### config.mk
export PLATFORM = sky130hd
export DESIGN_NAME = multu_hilo_unit
export DESIGN_NICKNAME = d
export VERILOG_FILES = /design/src/rtl/alu_defs_pkg.sv /design/src/rtl/hi_lo_reg.sv /design/src/rtl/multu_hilo_unit.sv
export SDC_FILE = /design/constraint.sdc
export NUM_CORES = 1
export LEC_CHECK = 0
export BUFFER_PORTS_ARGS = -buffer_cell sky130_fd_sc_hd__buf_2
export CAP_MARGIN = 20
export CORE_MARGIN = 2
export CORE_UTILIZATION = 40
export CTS_BUF_LIST = sky130_fd_sc_hd__clkbuf_4 sky130_fd_sc_hd__clkbuf_8
export CTS_CLUSTER_DIAMETER = 50
export CTS_CLUSTER_SIZE = 24
export DETAILED_ROUTE_END_ITERATION = 8
export PLACE_DENSITY = 0.63
export SETUP_SLACK_MARGIN = 0.02
export SYNTH_ARGS = -nofsm -noshare
export SYNTH_HDL_FRONTEND = slang
export SYNTH_SLANG_ARGS = --single-unit
### constraint.sdc
create_clock -name clk -period 7.1 [get_ports clk]
set_clock_uncertainty 0.2 [all_clocks]
set_input_delay 1.42 -clock clk [delete_from_list [all_inputs] [get_ports clk]]
set_output_delay 1.42 -clock clk [all_outputs]
set_load 0.03 [all_outputs]
### src/rtl/alu_defs_pkg.sv
// Shared execute-stage definitions: ALU/multiplier funct codes and the
// state encoding used by the sequential multiply unit.
package alu_defs_pkg;

   // Funct codes decoded by the ALU slices
   localparam logic [5:0] FUNCT_ADD   = 6'd32;
   localparam logic [5:0] FUNCT_SUB   = 6'd34;
   localparam logic [5:0] FUNCT_AND   = 6'd36;
   localparam logic [5:0] FUNCT_OR    = 6'd37;
   localparam logic [5:0] FUNCT_SLT   = 6'd42;

   // Funct codes handled by the HI/LO multiply unit
   localparam logic [5:0] FUNCT_MULTU = 6'd25;
   localparam logic [5:0] FUNCT_MFHI  = 6'd16;
   localparam logic [5:0] FUNCT_MFLO  = 6'd18;

   // Multiply sequencer states
   typedef enum logic [0:0] {
      ST_IDLE = 1'b0,
      ST_RUN  = 1'b1
   } mul_state_e;

endpackage

### src/rtl/hi_lo_reg.sv
// HI/LO result register pair with a shared write enable and the MFHI/MFLO
// read mux. Kept separate so later MTHI/MTLO and DIVU logic can reuse it.
module hi_lo_reg
   import alu_defs_pkg::*;
#(
   parameter int WIDTH = 32
) (
   input  logic             clk,
   input  logic             reset,
   input  logic             we,
   input  logic [WIDTH-1:0] hi_in,
   input  logic [WIDTH-1:0] lo_in,
   input  logic [5:0]       funct,
   output logic [WIDTH-1:0] data_out
);

   logic [WIDTH-1:0] hi_q, hi_d;
   logic [WIDTH-1:0] lo_q, lo_d;

   // Both halves load together; otherwise hold the last result
   always_comb begin
      hi_d = hi_q;
      lo_d = lo_q;
      if (we) begin
         hi_d = hi_in;
         lo_d = lo_in;
      end
   end

   // Result registers, cleared by the active-low asynchronous reset
   always_ff @(posedge clk or negedge reset) begin
      if (!reset) begin
         hi_q <= '0;
         lo_q <= '0;
      end else begin
         hi_q <= hi_d;
         lo_q <= lo_d;
      end
   end

   // Read mux: only MFHI/MFLO drive a value, everything else reads as zero
   always_comb begin
      data_out = '0;
      if (funct == FUNCT_MFHI) begin
         data_out = hi_q;
      end else if (funct == FUNCT_MFLO) begin
         data_out = lo_q;
      end
   end

endmodule

### src/rtl/multu_hilo_unit.sv
// Sequential unsigned shift-and-add multiplier. One iteration per clock;
// the 2*WIDTH-bit product lands in the HI/LO registers when finished.
module multu_hilo_unit
   import alu_defs_pkg::*;
#(
   parameter int WIDTH = 32,
   parameter int CNT_W = 5
) (
   input  logic             clk,
   input  logic             reset,
   input  logic [WIDTH-1:0] dataA,
   input  logic [WIDTH-1:0] dataB,
   input  logic [5:0]       Signal,
   output logic [WIDTH-1:0] dataOut,
   output logic             busy,
   output logic             done
);

   localparam logic [CNT_W-1:0] CNT_LAST = '1;

   mul_state_e         state_q, state_d;
   logic [CNT_W-1:0]   cnt_q, cnt_d;
   logic [WIDTH-1:0]   mcand_q, mcand_d;
   logic [2*WIDTH-1:0] prod_q, prod_d;
   logic               done_q, done_d;
   logic [WIDTH:0]     sum;
   logic               hilo_we;

   // Sequencer: accept MULTU in IDLE, then add-and-shift until the count wraps
   always_comb begin
      state_d = state_q;
      cnt_d   = cnt_q;
      mcand_d = mcand_q;
      prod_d  = prod_q;
      done_d  = 1'b0;
      hilo_we = 1'b0;
      sum     = {1'b0, prod_q[2*WIDTH-1:WIDTH]}
              + (prod_q[0] ? {1'b0, mcand_q} : {(WIDTH+1){1'b0}});
      case (state_q)
         ST_IDLE: begin
            if (Signal == FUNCT_MULTU) begin
               mcand_d = dataA;
               prod_d  = {{WIDTH{1'b0}}, dataB};
               cnt_d   = '0;
               state_d = ST_RUN;
            end
         end
         ST_RUN: begin
            // The add carry shifts into the top product bit
            prod_d = {sum, prod_q[WIDTH-1:1]};
            cnt_d  = cnt_q + {{(CNT_W-1){1'b0}}, 1'b1};
            if (cnt_q == CNT_LAST) begin
               hilo_we = 1'b1;
               done_d  = 1'b1;
               state_d = ST_IDLE;
            end
         end
         default: begin
            state_d = ST_IDLE;
         end
      endcase
   end

   // Sequencer and datapath registers; reset aborts any multiply in flight
   always_ff @(posedge clk or negedge reset) begin
      if (!reset) begin
         state_q <= ST_IDLE;
         cnt_q   <= '0;
         mcand_q <= '0;
         prod_q  <= '0;
         done_q  <= 1'b0;
      end else begin
         state_q <= state_d;
         cnt_q   <= cnt_d;
         mcand_q <= mcand_d;
         prod_q  <= prod_d;
         done_q  <= done_d;
      end
   end

   assign busy = (state_q == ST_RUN);
   assign done = done_q;

   // HI/LO capture the final iteration's product directly
   hi_lo_reg #(
      .WIDTH(WIDTH)
   ) u_hi_lo_reg (
      .clk     (clk),
      .reset   (reset),
      .we      (hilo_we),
      .hi_in   (prod_d[2*WIDTH-1:WIDTH]),
      .lo_in   (prod_d[WIDTH-1:0]),
      .funct   (Signal),
      .data_out(dataOut)
   );

endmodule
# ---- Yosys cells after proc, flatten, opt, wreduce, memory -nomap -nowiden
# Cells that the tools add are included.
dict set report classes {
  addsub 2
  mul 0
  n_div 0
  magnitude_cmp 0
  n_eq_ne 5
  shift 0
  muxes 12
  bitwise_logic 1
  reduce_logical 1
}
# op n
set ops {}
lappend ops {{$pmux 64 s2} 1}
lappend ops {{$mux 32} 3}
lappend ops {{$mux 64} 1}
lappend ops {{$add 32x32->33} 1}
lappend ops {{$eq 6x5->1 const B} 3}
lappend ops {{$pmux 5 s2} 1}
lappend ops {{$add 5x1->5 const B} 1}
lappend ops {{$eq 5x5->1 const B} 1}
lappend ops {{$mux 5} 1}
lappend ops {{$mux 1} 4}
lappend ops {{$ne 2x2->1 const B} 1}
lappend ops {{$pmux 1 s2} 1}
lappend ops {{$reduce_and 2->1} 1}
lappend ops {{$not 1->1} 1}
dict set report totals {
  ff_bits 167
  latch_bits 0
  ram_bits 0
  rom_bits 0
  input_bits 72
  out_inout_bits 34
  word_cells 28
  mem_count 0
}

# ---- Depth between registers and ports, before layout
dict set report depth {
  depth_word 3
  mapped_depth 12
  ltp_nobuf 11
}

# ---- By module
# A second synthesis with hierarchy kept.
dict set report hier_totals {
  hier_cells 814
  hier_area_um2 9188.8
}
# module n_inst cells_per_inst area_per_inst_um2 seq_area_each_um2
set modules_own_cells {}
lappend modules_own_cells {multu_hilo_unit 1 603 6090.8 2577.5}
lappend modules_own_cells {hi_lo_reg 1 211 3098.0 1601.5}

# ---- Worst setup path before layout
# No wires, ideal clock.
dict set report synth_timing {
  path_kind {input-to-output}
  start {input Signal[1]}
  end {output dataOut[10]}
  t_arrival_ns 2.678
  t_required_ns 5.480
  slack_ns 2.802
  stages 4
  path_buffers 2
  cell_sequence {clkbuf_1 -> clkbuf_1 -> mux2i_1 -> nor2_1}
}
dict set report synth_between {
  elab_chain_cells 3
  word_cells_on_any_way 4
  classes_between {2 x eq/ne; 2 x mux}
}
# item line
set synth_lines {}
lappend synth_lines {{start, declared} multu_hilo_unit.sv:13} ;# input logic [5:0] Signal,
lappend synth_lines {{$eq 6x5->1} hi_lo_reg.sv:46} ;# end else if (funct == FUNCT_MFLO) begin
lappend synth_lines {{$mux 32} hi_lo_reg.sv:46}
lappend synth_lines {{$mux 32 (*)} hi_lo_reg.sv:44} ;# if (funct == FUNCT_MFHI) begin
lappend synth_lines {{end, declared} multu_hilo_unit.sv:14} ;# output logic [WIDTH-1:0] dataOut,
# Every way passes the cells marked *; elsewhere a longest branch is shown, timed or not.

# ---- Worst setup path after layout
dict set report layout_timing {
  start {input Signal[5]}
  end {output dataOut[19]}
}
# The elaborated chain is that of the path after synthesis.

==> flow_summary.toml <==
[run_status]
run_status = "finished clean"

[yosys]
synth_cells = 895
synthMostInstantiatedCell = "sky130_fd_sc_hd__dfrtp_1"
ys_warn_count = 0
async_flop_share_pct = 100
netlist.top_cell.by_area = "sky130_fd_sc_hd__dfrtp_1"
netlist_top_cells_area = "sky130_fd_sc_hd__dfrtp_1 (46%), sky130_fd_sc_hd__mux2_2 (9.5%), sky130_fd_sc_hd__mux2i_1 (7.3%)"
synth_cell_types = 54
ys_seq_area_share_pct = 46.2
mapped_cell_area_um2 = 9050
yosys_most_used_dff = "sky130_fd_sc_hd__dfrtp_1"
yosys.area.top_type_share_pct = 46.2
yosys-top-cells-count = "sky130_fd_sc_hd__dfrtp_1 (167), sky130_fd_sc_hd__nand2_1 (135), sky130_fd_sc_hd__mux2_2 (76)"
synth.ff_latch_count = 167
avgSynthCellArea_um2 = 10.1
number_of_synthesized_flops_with_an_enable_pin = 0
net_count_of_the_mapped_netlist = 1002

[route]
post_route_drc_violation_count = 0
wl_per_cell_um = 16.0
viasPerCell = 5.20
sum_of_met3_wire_segment_lengths_after_detailed_routing_um = 818
wl_mm = 20.2
detailedRoute.firstPassIterationCount = 5
first_iter_violations = 377
route.met2.wl_mm = 8.64
highest_layer = "met4"
ant_nets = 0
met1_length_mm = 10.5
routed-via-count = 6585

[grt]
grt_max_degree = 105
grt-ovfl-total = 0
wire_length_of_the_first_global_routing_pass_mm = 33.9
groute.usage.overall_pct = 17.6
grt_pass1_vias = 6435
initial_antenna_violation_count = 0

[power_and_ir_drop]
powerDensity_nw_per_um2 = 283
vdd.ir_drop.worst_mv = 0.101
power_leakage_nw = 4.96

[floorplan]
fp.coreArea_um2 = 22400
fp.dieH_um = 154
rows = 55
boundaryPins = 106
floorplan.die_area_um2 = 23800
die_extent_in_x_um = 154
floorplan.initialDensity_pct = 40.3

[cells_and_area]
antenna-diode-count = 0
postLayoutCoreUtil_pct = 45.4
final_nets = 1076
final_layout_size_suffix_gt1_share_pct = 23.9
layout-area-overhead-vs-synth_pct = 12.6

[timing]
setup_viol = 0
rsz0062_at_grt = "false"
period_share_pct = 62.3
worst_pin_slew_ns = 1.00
setup_total_negative_slack_ns = 0
holdWs_ns = 0.285
max_clock_freq_ghz = 0.226
final-max-slew-violation-count = 0
fin_crit_ns = 4.43
slew-limit-headroom_pct = 33.0
finalHoldViolCount = 0

[worst_hold_path]
hp-class = "flop to flop"
min-delay-start = "u_hi_lo_reg.hi_q[10]"
timing.hold.worst_path_depth = 2

[placed_design]
placement.io_buffers = 105
hpwl_mm = 14.5
gp_congestion = 0.860

[flow_run]
drv_cap = 0

[clocking]
clock-root-buffer = "sky130_fd_sc_hd__clkbuf_8"
path_clk_slew_ns = 0.09
post_cts.repair.setup_buffers = 0
total_clock_buffers_created_by_cts = 17
post_cts_resize_count = 0
clock_sinks = 167
h-tree-depth = 4
clock_insertion_delay_worst_skew_ns = 0.46
hold_buffers = 0
clock_path_buffers = 2
cts_tree = "built"

[setup_path]
path_max_fanout = 22
worstSetupPathType = "input port to primary output"
setup.worst_path.end_class = "primary output"
ff2ff_path_depth = 11
worst_setup_path_start_kind = "input port"
arrival_time_of_the_worst_setup_path_ns = 2.81
critPathLaunch = "Signal[5]"
required_ns = 5.48
timing.rr.start = "prod_q[0]"
-- per-stage QoR --
stage / power (mW) / instance area, um2 / instances / setup slack (ns)
after floorplan: 1.97 / 9050 / 895 / 2.80
after global placement: 2.21 / 9770 / 1234 / 2.57
after detailed placement: 2.23 / 9770 / 1234 / 2.48
after CTS: 2.91 / 10200 / 1266 / 2.48
after global routing: 3.10 / 10200 / 1267 / 2.53
final: 2.89 / 10200 / 1267 / 2.67
-- placed cells by master (no fill, tap or decap), drive strengths merged, types with 4 or more instances in the layout --
master / count
a22o: 13
nand2: 135
nor3: 7
ha: 34
clkinv: 7
clkbuf: 18
o21ai: 66
and3: 6
o31ai: 4
nand4: 9
a21o: 19
inv: 12
xor2: 11
dfrtp: 167
a21oi: 33
mux2i: 66
o21bai: 8
and2: 33
xnor2: 16
nor2: 58
o21a: 5
mux2: 76
buf: 113
nand3: 11
a31oi: 15
nor2b: 5
o211ai: 7
-- area by class of cell --
cell class | count | area, um2
fill | 2166 | 12200
multi-input combinational | 661 | 4610
sequential | 167 | 4180
timing repair buffer | 113 | 612
tap | 285 | 357
clock buffer | 18 | 248
clock inverter | 14 | 146
inverter | 9 | 33.8
-- routing by layer --
| layer | global-route usage, % | vias up |
|---|---|---|
| li1 | - | 3310 |
| met1 | 27.0 | 3122 |
| met2 | 25.5 | 129 |
| met3 | 2.97 | 24 |
| met4 | 5.07 | 0 |
| met5 | 0 | - |
-- path summary, 6_finish.rpt --
kind | endpoint | slack [ns]
worst max-delay path | dataOut[19] | 2.67
worst min-delay path | u_hi_lo_reg.hi_q[10] | 0.29
worst max register to register | u_hi_lo_reg.hi_q[25] | 3.05
worst min register to register | u_hi_lo_reg.hi_q[10] | 0.29
max in group asynchronous | busy | 4.39
min in group asynchronous | prod_q[29] | 0.85
-- worst max-delay path: stages --
cell and delay [ns]:
sky130_fd_sc_hd__buf_2 0.09, sky130_fd_sc_hd__nor2_1 0.09, sky130_fd_sc_hd__nand2_1 0.09, sky130_fd_sc_hd__or3_1 0.51, sky130_fd_sc_hd__buf_16 0.24, sky130_fd_sc_hd__nor2_1 0.13, sky130_fd_sc_hd__buf_2 0.21
-- kinds of logic (layout without fill, tap and decap cells) --
group | count (synthesis) | after routing | synth area share [%]
simple gates | 272 | 272 | 13.3
compound gates | 185 | 185 | 13.3
flops | 167 | 167 | 46.2
mux | 142 | 142 | 16.8
buf+inv | 67 | 154 | 2.92
fa+ha+maj | 35 | 35 | 4.92
xor+xnor | 27 | 27 | 2.61
-- sequential cells by signal (all words and copies together), names as in the netlist --
name and flops:
prod_q 64, cnt_q 5, u_hi_lo_reg.lo_q 32, u_hi_lo_reg.hi_q 32
done 1, mcand_q 32, busy 1
-- where the power goes --
| group | switching (mW) | internal, mW |
|---|---|---|
| sequential | 0.170 | 1.18 |
| clock | 0.377 | 0.295 |
| combinational | 0.510 | 0.358 |
| total | 1.06 | 1.83 |
Note: power is estimated with default switching activity, not from simulation.
